--- config.mk ---
export PLATFORM = sky130hd
export DESIGN_NAME = cmsdk_apb4_eg_master_flat
export DESIGN_NICKNAME = d
export VERILOG_FILES = /design/src/rtl/cmsdk_apb4_eg_master_if.sv /design/src/rtl/cmsdk_apb4_eg_master.sv /design/src/flat_wrapper.sv
export SDC_FILE = /design/constraint.sdc
export NUM_CORES = 1
export LEC_CHECK = 0
export BUFFER_PORTS_ARGS = -buffer_cell sky130_fd_sc_hd__buf_2
export CORE_ASPECT_RATIO = 0.5
export CORE_MARGIN = 2
export CORE_UTILIZATION = 36
export CTS_CLUSTER_DIAMETER = 40
export CTS_CLUSTER_SIZE = 20
export DETAILED_ROUTE_END_ITERATION = 16
export HOLD_SLACK_MARGIN = 0.15
export PLACE_DENSITY_LB_ADDON = 0.1
export SKIP_LAST_GASP = 1
export SLEW_MARGIN = 25
export SYNTH_ARGS = -nofsm -noshare
export SYNTH_HDL_FRONTEND = slang
export SYNTH_SLANG_ARGS = --single-unit
--- constraint.sdc ---
create_clock -name PCLK -period 3.79 [get_ports PCLK]
set_input_delay 0.758 -clock PCLK [delete_from_list [all_inputs] [get_ports PCLK]]
set_output_delay 0.758 -clock PCLK [all_outputs]
set_load 0.05 [all_outputs]
--- src/rtl/cmsdk_apb4_eg_master_if.sv ---
// Bundle of command, response and APB4 signals for the example APB4 master.
// The master modport is the initiator side; the slave modport is the far side.
interface cmsdk_apb4_eg_master_if #(
    parameter int ADDRWIDTH = 12
);
    logic                 cmd_valid;
    logic                 cmd_ready;
    logic                 cmd_write;
    logic [ADDRWIDTH-1:0] cmd_addr;
    logic [31:0]          cmd_wdata;
    logic [3:0]           cmd_strb;
    logic [2:0]           cmd_prot;

    logic                 rsp_valid;
    logic                 rsp_ready;
    logic [31:0]          rsp_rdata;
    logic                 rsp_err;
    logic                 rsp_timeout;

    logic                 PSEL;
    logic                 PENABLE;
    logic [ADDRWIDTH-1:0] PADDR;
    logic                 PWRITE;
    logic [31:0]          PWDATA;
    logic [3:0]           PSTRB;
    logic [2:0]           PPROT;
    logic [31:0]          PRDATA;
    logic                 PREADY;
    logic                 PSLVERR;

    modport master (
        input  cmd_valid, cmd_write, cmd_addr, cmd_wdata, cmd_strb, cmd_prot,
        output cmd_ready,
        output rsp_valid, rsp_rdata, rsp_err, rsp_timeout,
        input  rsp_ready,
        output PSEL, PENABLE, PADDR, PWRITE, PWDATA, PSTRB, PPROT,
        input  PRDATA, PREADY, PSLVERR
    );

    modport slave (
        output cmd_valid, cmd_write, cmd_addr, cmd_wdata, cmd_strb, cmd_prot,
        input  cmd_ready,
        input  rsp_valid, rsp_rdata, rsp_err, rsp_timeout,
        output rsp_ready,
        input  PSEL, PENABLE, PADDR, PWRITE, PWDATA, PSTRB, PPROT,
        output PRDATA, PREADY, PSLVERR
    );
endinterface

--- src/rtl/cmsdk_apb4_eg_master.sv ---
// APB4 initiator: one command at a time through SETUP/ACCESS, with a
// wait-state watchdog so an unresponsive slave cannot hang the master.
module cmsdk_apb4_eg_master #(
    parameter int ADDRWIDTH = 12,
    parameter int TIMEOUT   = 256
) (
    input  logic                  PCLK,
    input  logic                  PRESET,
    cmsdk_apb4_eg_master_if.master bus
);
    typedef enum logic [1:0] {IDLE, SETUP, ACCESS, RESP} state_t;

    localparam bit          WDOG_EN   = (TIMEOUT != 0);
    localparam logic [15:0] WDOG_LAST = 16'(TIMEOUT - 1);

    state_t               state_q, state_d;
    logic [15:0]          wdog_q, wdog_d;
    logic                 psel_q, penable_q, rsp_valid_q;
    logic [ADDRWIDTH-1:0] paddr_q, paddr_d;
    logic                 pwrite_q, pwrite_d;
    logic [31:0]          pwdata_q, pwdata_d;
    logic [3:0]           pstrb_q, pstrb_d;
    logic [2:0]           pprot_q, pprot_d;
    logic [31:0]          rsp_rdata_q, rsp_rdata_d;
    logic                 rsp_err_q, rsp_err_d;
    logic                 rsp_timeout_q, rsp_timeout_d;
    logic                 timeout_hit;

    // The last allowed wait cycle abandons the transfer; PREADY in that cycle wins.
    assign timeout_hit = WDOG_EN && (state_q == ACCESS) && !bus.PREADY
                         && (wdog_q == WDOG_LAST);

    always_comb begin
        state_d       = state_q;
        wdog_d        = 16'd0;
        paddr_d       = paddr_q;
        pwrite_d      = pwrite_q;
        pwdata_d      = pwdata_q;
        pstrb_d       = pstrb_q;
        pprot_d       = pprot_q;
        rsp_rdata_d   = rsp_rdata_q;
        rsp_err_d     = rsp_err_q;
        rsp_timeout_d = rsp_timeout_q;

        case (state_q)
            IDLE: begin
                if (bus.cmd_valid) begin
                    paddr_d  = bus.cmd_addr;
                    pwrite_d = bus.cmd_write;
                    pwdata_d = bus.cmd_wdata;
                    pstrb_d  = bus.cmd_write ? bus.cmd_strb : 4'b0000;
                    pprot_d  = bus.cmd_prot;
                    state_d  = SETUP;
                end
            end
            SETUP: begin
                state_d = ACCESS;
            end
            ACCESS: begin
                if (bus.PREADY) begin
                    rsp_rdata_d   = pwrite_q ? 32'd0 : bus.PRDATA;
                    rsp_err_d     = bus.PSLVERR;
                    rsp_timeout_d = 1'b0;
                    state_d       = RESP;
                end else if (timeout_hit) begin
                    rsp_rdata_d   = 32'd0;
                    rsp_err_d     = 1'b1;
                    rsp_timeout_d = 1'b1;
                    state_d       = RESP;
                end else begin
                    wdog_d = wdog_q + 16'd1;
                end
            end
            RESP: begin
                if (bus.rsp_ready) begin
                    state_d = IDLE;
                end
            end
            default: state_d = IDLE;
        endcase
    end

    // Bus strobes are decoded from the next state so they come straight from flops.
    always_ff @(posedge PCLK) begin
        if (PRESET) begin
            state_q       <= IDLE;
            wdog_q        <= 16'd0;
            psel_q        <= 1'b0;
            penable_q     <= 1'b0;
            rsp_valid_q   <= 1'b0;
            paddr_q       <= '0;
            pwrite_q      <= 1'b0;
            pwdata_q      <= 32'd0;
            pstrb_q       <= 4'd0;
            pprot_q       <= 3'd0;
            rsp_rdata_q   <= 32'd0;
            rsp_err_q     <= 1'b0;
            rsp_timeout_q <= 1'b0;
        end else begin
            state_q       <= state_d;
            wdog_q        <= wdog_d;
            psel_q        <= (state_d == SETUP) || (state_d == ACCESS);
            penable_q     <= (state_d == ACCESS);
            rsp_valid_q   <= (state_d == RESP);
            paddr_q       <= paddr_d;
            pwrite_q      <= pwrite_d;
            pwdata_q      <= pwdata_d;
            pstrb_q       <= pstrb_d;
            pprot_q       <= pprot_d;
            rsp_rdata_q   <= rsp_rdata_d;
            rsp_err_q     <= rsp_err_d;
            rsp_timeout_q <= rsp_timeout_d;
        end
    end

    assign bus.cmd_ready   = (state_q == IDLE);
    assign bus.rsp_valid   = rsp_valid_q;
    assign bus.rsp_rdata   = rsp_rdata_q;
    assign bus.rsp_err     = rsp_err_q;
    assign bus.rsp_timeout = rsp_timeout_q;
    assign bus.PSEL        = psel_q;
    assign bus.PENABLE     = penable_q;
    assign bus.PADDR       = paddr_q;
    assign bus.PWRITE      = pwrite_q;
    assign bus.PWDATA      = pwdata_q;
    assign bus.PSTRB       = pstrb_q;
    assign bus.PPROT       = pprot_q;
endmodule

--- src/flat_wrapper.sv ---
// flat-port wrapper written by rule: the top's interface ports become plain ports
module cmsdk_apb4_eg_master_flat 
#(
    parameter int ADDRWIDTH = 12,
    parameter int TIMEOUT   = 256
)
  (PCLK, PRESET, bus_cmd_valid, bus_cmd_write, bus_cmd_addr, bus_cmd_wdata, bus_cmd_strb, bus_cmd_prot, bus_cmd_ready, bus_rsp_valid, bus_rsp_rdata, bus_rsp_err, bus_rsp_timeout, bus_rsp_ready, bus_PSEL, bus_PENABLE, bus_PADDR, bus_PWRITE, bus_PWDATA, bus_PSTRB, bus_PPROT, bus_PRDATA, bus_PREADY, bus_PSLVERR);
  cmsdk_apb4_eg_master_if #(.ADDRWIDTH(ADDRWIDTH)) bus_i ();
  input  logic PCLK;
  input  logic PRESET;
  input wire logic [$bits(bus_i.cmd_valid)-1:0] bus_cmd_valid;
  input wire logic [$bits(bus_i.cmd_write)-1:0] bus_cmd_write;
  input wire logic [$bits(bus_i.cmd_addr)-1:0] bus_cmd_addr;
  input wire logic [$bits(bus_i.cmd_wdata)-1:0] bus_cmd_wdata;
  input wire logic [$bits(bus_i.cmd_strb)-1:0] bus_cmd_strb;
  input wire logic [$bits(bus_i.cmd_prot)-1:0] bus_cmd_prot;
  output wire logic [$bits(bus_i.cmd_ready)-1:0] bus_cmd_ready;
  output wire logic [$bits(bus_i.rsp_valid)-1:0] bus_rsp_valid;
  output wire logic [$bits(bus_i.rsp_rdata)-1:0] bus_rsp_rdata;
  output wire logic [$bits(bus_i.rsp_err)-1:0] bus_rsp_err;
  output wire logic [$bits(bus_i.rsp_timeout)-1:0] bus_rsp_timeout;
  input wire logic [$bits(bus_i.rsp_ready)-1:0] bus_rsp_ready;
  output wire logic [$bits(bus_i.PSEL)-1:0] bus_PSEL;
  output wire logic [$bits(bus_i.PENABLE)-1:0] bus_PENABLE;
  output wire logic [$bits(bus_i.PADDR)-1:0] bus_PADDR;
  output wire logic [$bits(bus_i.PWRITE)-1:0] bus_PWRITE;
  output wire logic [$bits(bus_i.PWDATA)-1:0] bus_PWDATA;
  output wire logic [$bits(bus_i.PSTRB)-1:0] bus_PSTRB;
  output wire logic [$bits(bus_i.PPROT)-1:0] bus_PPROT;
  input wire logic [$bits(bus_i.PRDATA)-1:0] bus_PRDATA;
  input wire logic [$bits(bus_i.PREADY)-1:0] bus_PREADY;
  input wire logic [$bits(bus_i.PSLVERR)-1:0] bus_PSLVERR;
  assign bus_i.cmd_valid = bus_cmd_valid;
  assign bus_i.cmd_write = bus_cmd_write;
  assign bus_i.cmd_addr = bus_cmd_addr;
  assign bus_i.cmd_wdata = bus_cmd_wdata;
  assign bus_i.cmd_strb = bus_cmd_strb;
  assign bus_i.cmd_prot = bus_cmd_prot;
  assign bus_cmd_ready = bus_i.cmd_ready;
  assign bus_rsp_valid = bus_i.rsp_valid;
  assign bus_rsp_rdata = bus_i.rsp_rdata;
  assign bus_rsp_err = bus_i.rsp_err;
  assign bus_rsp_timeout = bus_i.rsp_timeout;
  assign bus_i.rsp_ready = bus_rsp_ready;
  assign bus_PSEL = bus_i.PSEL;
  assign bus_PENABLE = bus_i.PENABLE;
  assign bus_PADDR = bus_i.PADDR;
  assign bus_PWRITE = bus_i.PWRITE;
  assign bus_PWDATA = bus_i.PWDATA;
  assign bus_PSTRB = bus_i.PSTRB;
  assign bus_PPROT = bus_i.PPROT;
  assign bus_i.PRDATA = bus_PRDATA;
  assign bus_i.PREADY = bus_PREADY;
  assign bus_i.PSLVERR = bus_PSLVERR;
  cmsdk_apb4_eg_master #(.ADDRWIDTH(ADDRWIDTH), .TIMEOUT(TIMEOUT)) u_core (.PCLK(PCLK), .PRESET(PRESET), .bus(bus_i));
endmodule
==> metrics <==
status completed; reg2reg end u_core.bus.PSEL$_SDFF_PP0_; Ys Warns 0; initial antenna violation count 0; Leakage 0.00228 µW; first-pass GRT wire length 14800 µm; footprint of the multi-input gates 1490 µm²; Seq pwr share 0.476; hold path cells 2; hold_buf cts 0; Die ar. 11400 µm²; hold_sp u_core.bus.PSTRB[2]$_SDFFE_PP0P_; PostCTS Resize Cnt 0; vias in the first global route 3082; maxcap violations 0; CTS root buf clkbuf_16; clock network power share 0.341; CTS tree yes; Core ar. 10200 µm²; WP data required 4.00 ns; drt first pass iters 4; Yosys cell types 34; Slew Limit Headroom 0.363; Final min period 2.06 ns; CP Max Fanout 6; routed vias/inst 4.59; clk sink count 107; syn nets 505; fraction of layout cells with a size suffix above 1 0.357; R2R cell count 5; Yosys top cell area share 0.566; grt total ovfl 0; H-tree depth 3; Die Height 76.5 µm; Setup CP Type flop to flop; die width 149 µm; routed wire length 9160 µm; starting density of the core 0.370; Clock Latency Late Sink 0.34 ns; Worst Tran Pin Value 0.955 ns; synth top area cells dfxtp_1, nand2_1, a21oi_1; fin crit share 0.545; final setup fails 0; part of the Yosys area used for sequential elements 0.566; number of enable flip-flop cells after synthesis 0; post-CTS setup buffer count 0; RSZ-0062 raised after global routing false; Critical Path AT 2.27 ns; Initial DRC Count 155; FF/Latch Area 2140 µm²; DRT antenna net count 0; Area growth syn-to-layout 33.1%; Internal Power 1760 µW; Cells after Synth 413; f_max 0.484 GHz; GRT Total Usage 0.160; DRC errors left 0; post-synthesis cell area 3780 µm²; Worst R2R Start u_core.wdog_q[11]$_SDFF_PP0_; clk_skew 0.00643 ns; total net switching power 790 µW; Fin. Hold Viols 0; VDD IR-drop max 0.212 mV; # IOs 180; flop2flop setup slack 1.73 ns; Seq cells post-synth 107; final setup TNS 0 ns; largest net degree at the start of global routing 62; Bufs on Longest Clock Path 2; FP Rows 26; ys flop type dfxtp_1; Combinational Power Share 0.183; DP HPWL 6230 µm; post-route design area 5040 µm²; most frequent cells in the layout buf_2, dfxtp_1, nand2_1; Post-DP Area 4760 µm²; Async SR Flop Fraction 0; Final Max Tran Viols 0; clock slew at the register clock pins of the worst setup and hold paths 0.07 ns; fill cell count 1021; Synth area leader dfxtp_1; Setup crit start kind flop; Nets 672; kind of end point of the critical path flop; PD cells 506 nW/µm²; commonest non-fill, non-tap cell in the layout buf_2; routed len/inst 12.6 µm; CTS Buf Count 9; via count of the routed design 3331; worst min-delay path class flop to flop; switching share of total power 0.310; WHS 0.448 ns; syn avg cell area 9.16 µm²; Buffers on Ports 179; n_diodes 0; global placer's final weighted congestion 0.750; Hold Path Sink u_core.bus.PSTRB[2]$_SDFFE_PP0P_
registers in the layout (all words and copies together) (netlist names), 2 cells and up:
name,flops
u_core.bus.PWDATA,32
u_core.bus.rsp_rdata,32
u_core.wdog_q,16
u_core.bus.PADDR,12
u_core.bus.PSTRB,4
u_core.bus.PPROT,3
u_core.state_q,2
how the worst max path moves through the flow:
stage,from,cells past startpoint,endpoint
CTS,u_core.wdog_q[11]$_SDFF_PP0_,5,u_core.bus.PSEL$_SDFF_PP0_
global placement,PRESET,5,u_core.bus.rsp_rdata[1]$_SDFFE_PP0P_
detailed placement,PRESET,5,u_core.bus.rsp_rdata[1]$_SDFFE_PP0P_
finish,u_core.wdog_q[11]$_SDFF_PP0_,5,u_core.bus.PSEL$_SDFF_PP0_
global route,u_core.wdog_q[0]$_SDFF_PP0_,6,u_core.bus.PSEL$_SDFF_PP0_
floorplan,PRESET,7,u_core.wdog_q[12]$_SDFF_PP0_
power groups by stage:
stage          Sequential [µW]  Combinational, µW  Clock, µW
4_1_cts                   1210                472        903
6_report                  1210                466        870
3_5_place_dp              1240                472          0
3_3_place_gp              1240                471          0
5_1_grt                   1220                502        956
2_1_floorplan             1440                137          0
logic make-up after synthesis:
family          synth area share
fa+ha+maj                0.00661
simple gates               0.193
flops                      0.566
buf+inv                   0.0417
compound gates             0.167
xor+xnor                  0.0255
worst max-delay path, cell delays in order, from the launching register on:
cell and delay, ns:
dfxtp_1 0.37, or4_4 0.57, nor4_4 0.39, o221ai_1 0.24, ha_1 0.32, nor2_1 0.04
final cells by class:
cell class / count / area share
flip-flops and latches: 107 / 0.425
clock inverters: 7 / 0.0102
repair buffers: 183 / 0.186
clock buffers: 9 / 0.0447
well taps: 140 / 0.0348
multi-input cells: 275 / 0.296
inverters: 4 / 0.00298
cells in the mapped netlist (all sizes together) (2+ instances only):
cell    number
dfxtp      107
nand2      105
a21oi       56
a22o        32
nor2        19
clkbuf      18
nand3       11
buf          9
xnor2        8
nor3         7
inv          4
nand4        4
o21ai        4
or3          4
or4          4
nor4         3
xor2         3
and3         2
ha           2
nor2b        2
o221ai       2
or2          2
routing by layer:
layer	global-route usage	routed length, µm	vias up	share of wire
li1	-	-	1740	-
met1	0.191	4040	1489	0.44
met2	0.267	4300	98	0.47
met3	0.0713	781	4	0.085
met4	0.0314	36	0	0.0039
met5	0	0	-	0
metrics by stage:
step	power [µW]	std cells	util	worst slack, ns
2_1_floorplan	1580	413	-	1.62
3_3_place_gp	1710	709	0.466	1.61
3_5_place_dp	1710	709	0.466	1.61
4_1_cts	2590	725	0.493	1.72
5_1_grt	2680	725	0.493	1.56
6_report	2550	725	0.493	1.73
(Power assumes the default switching activity.)
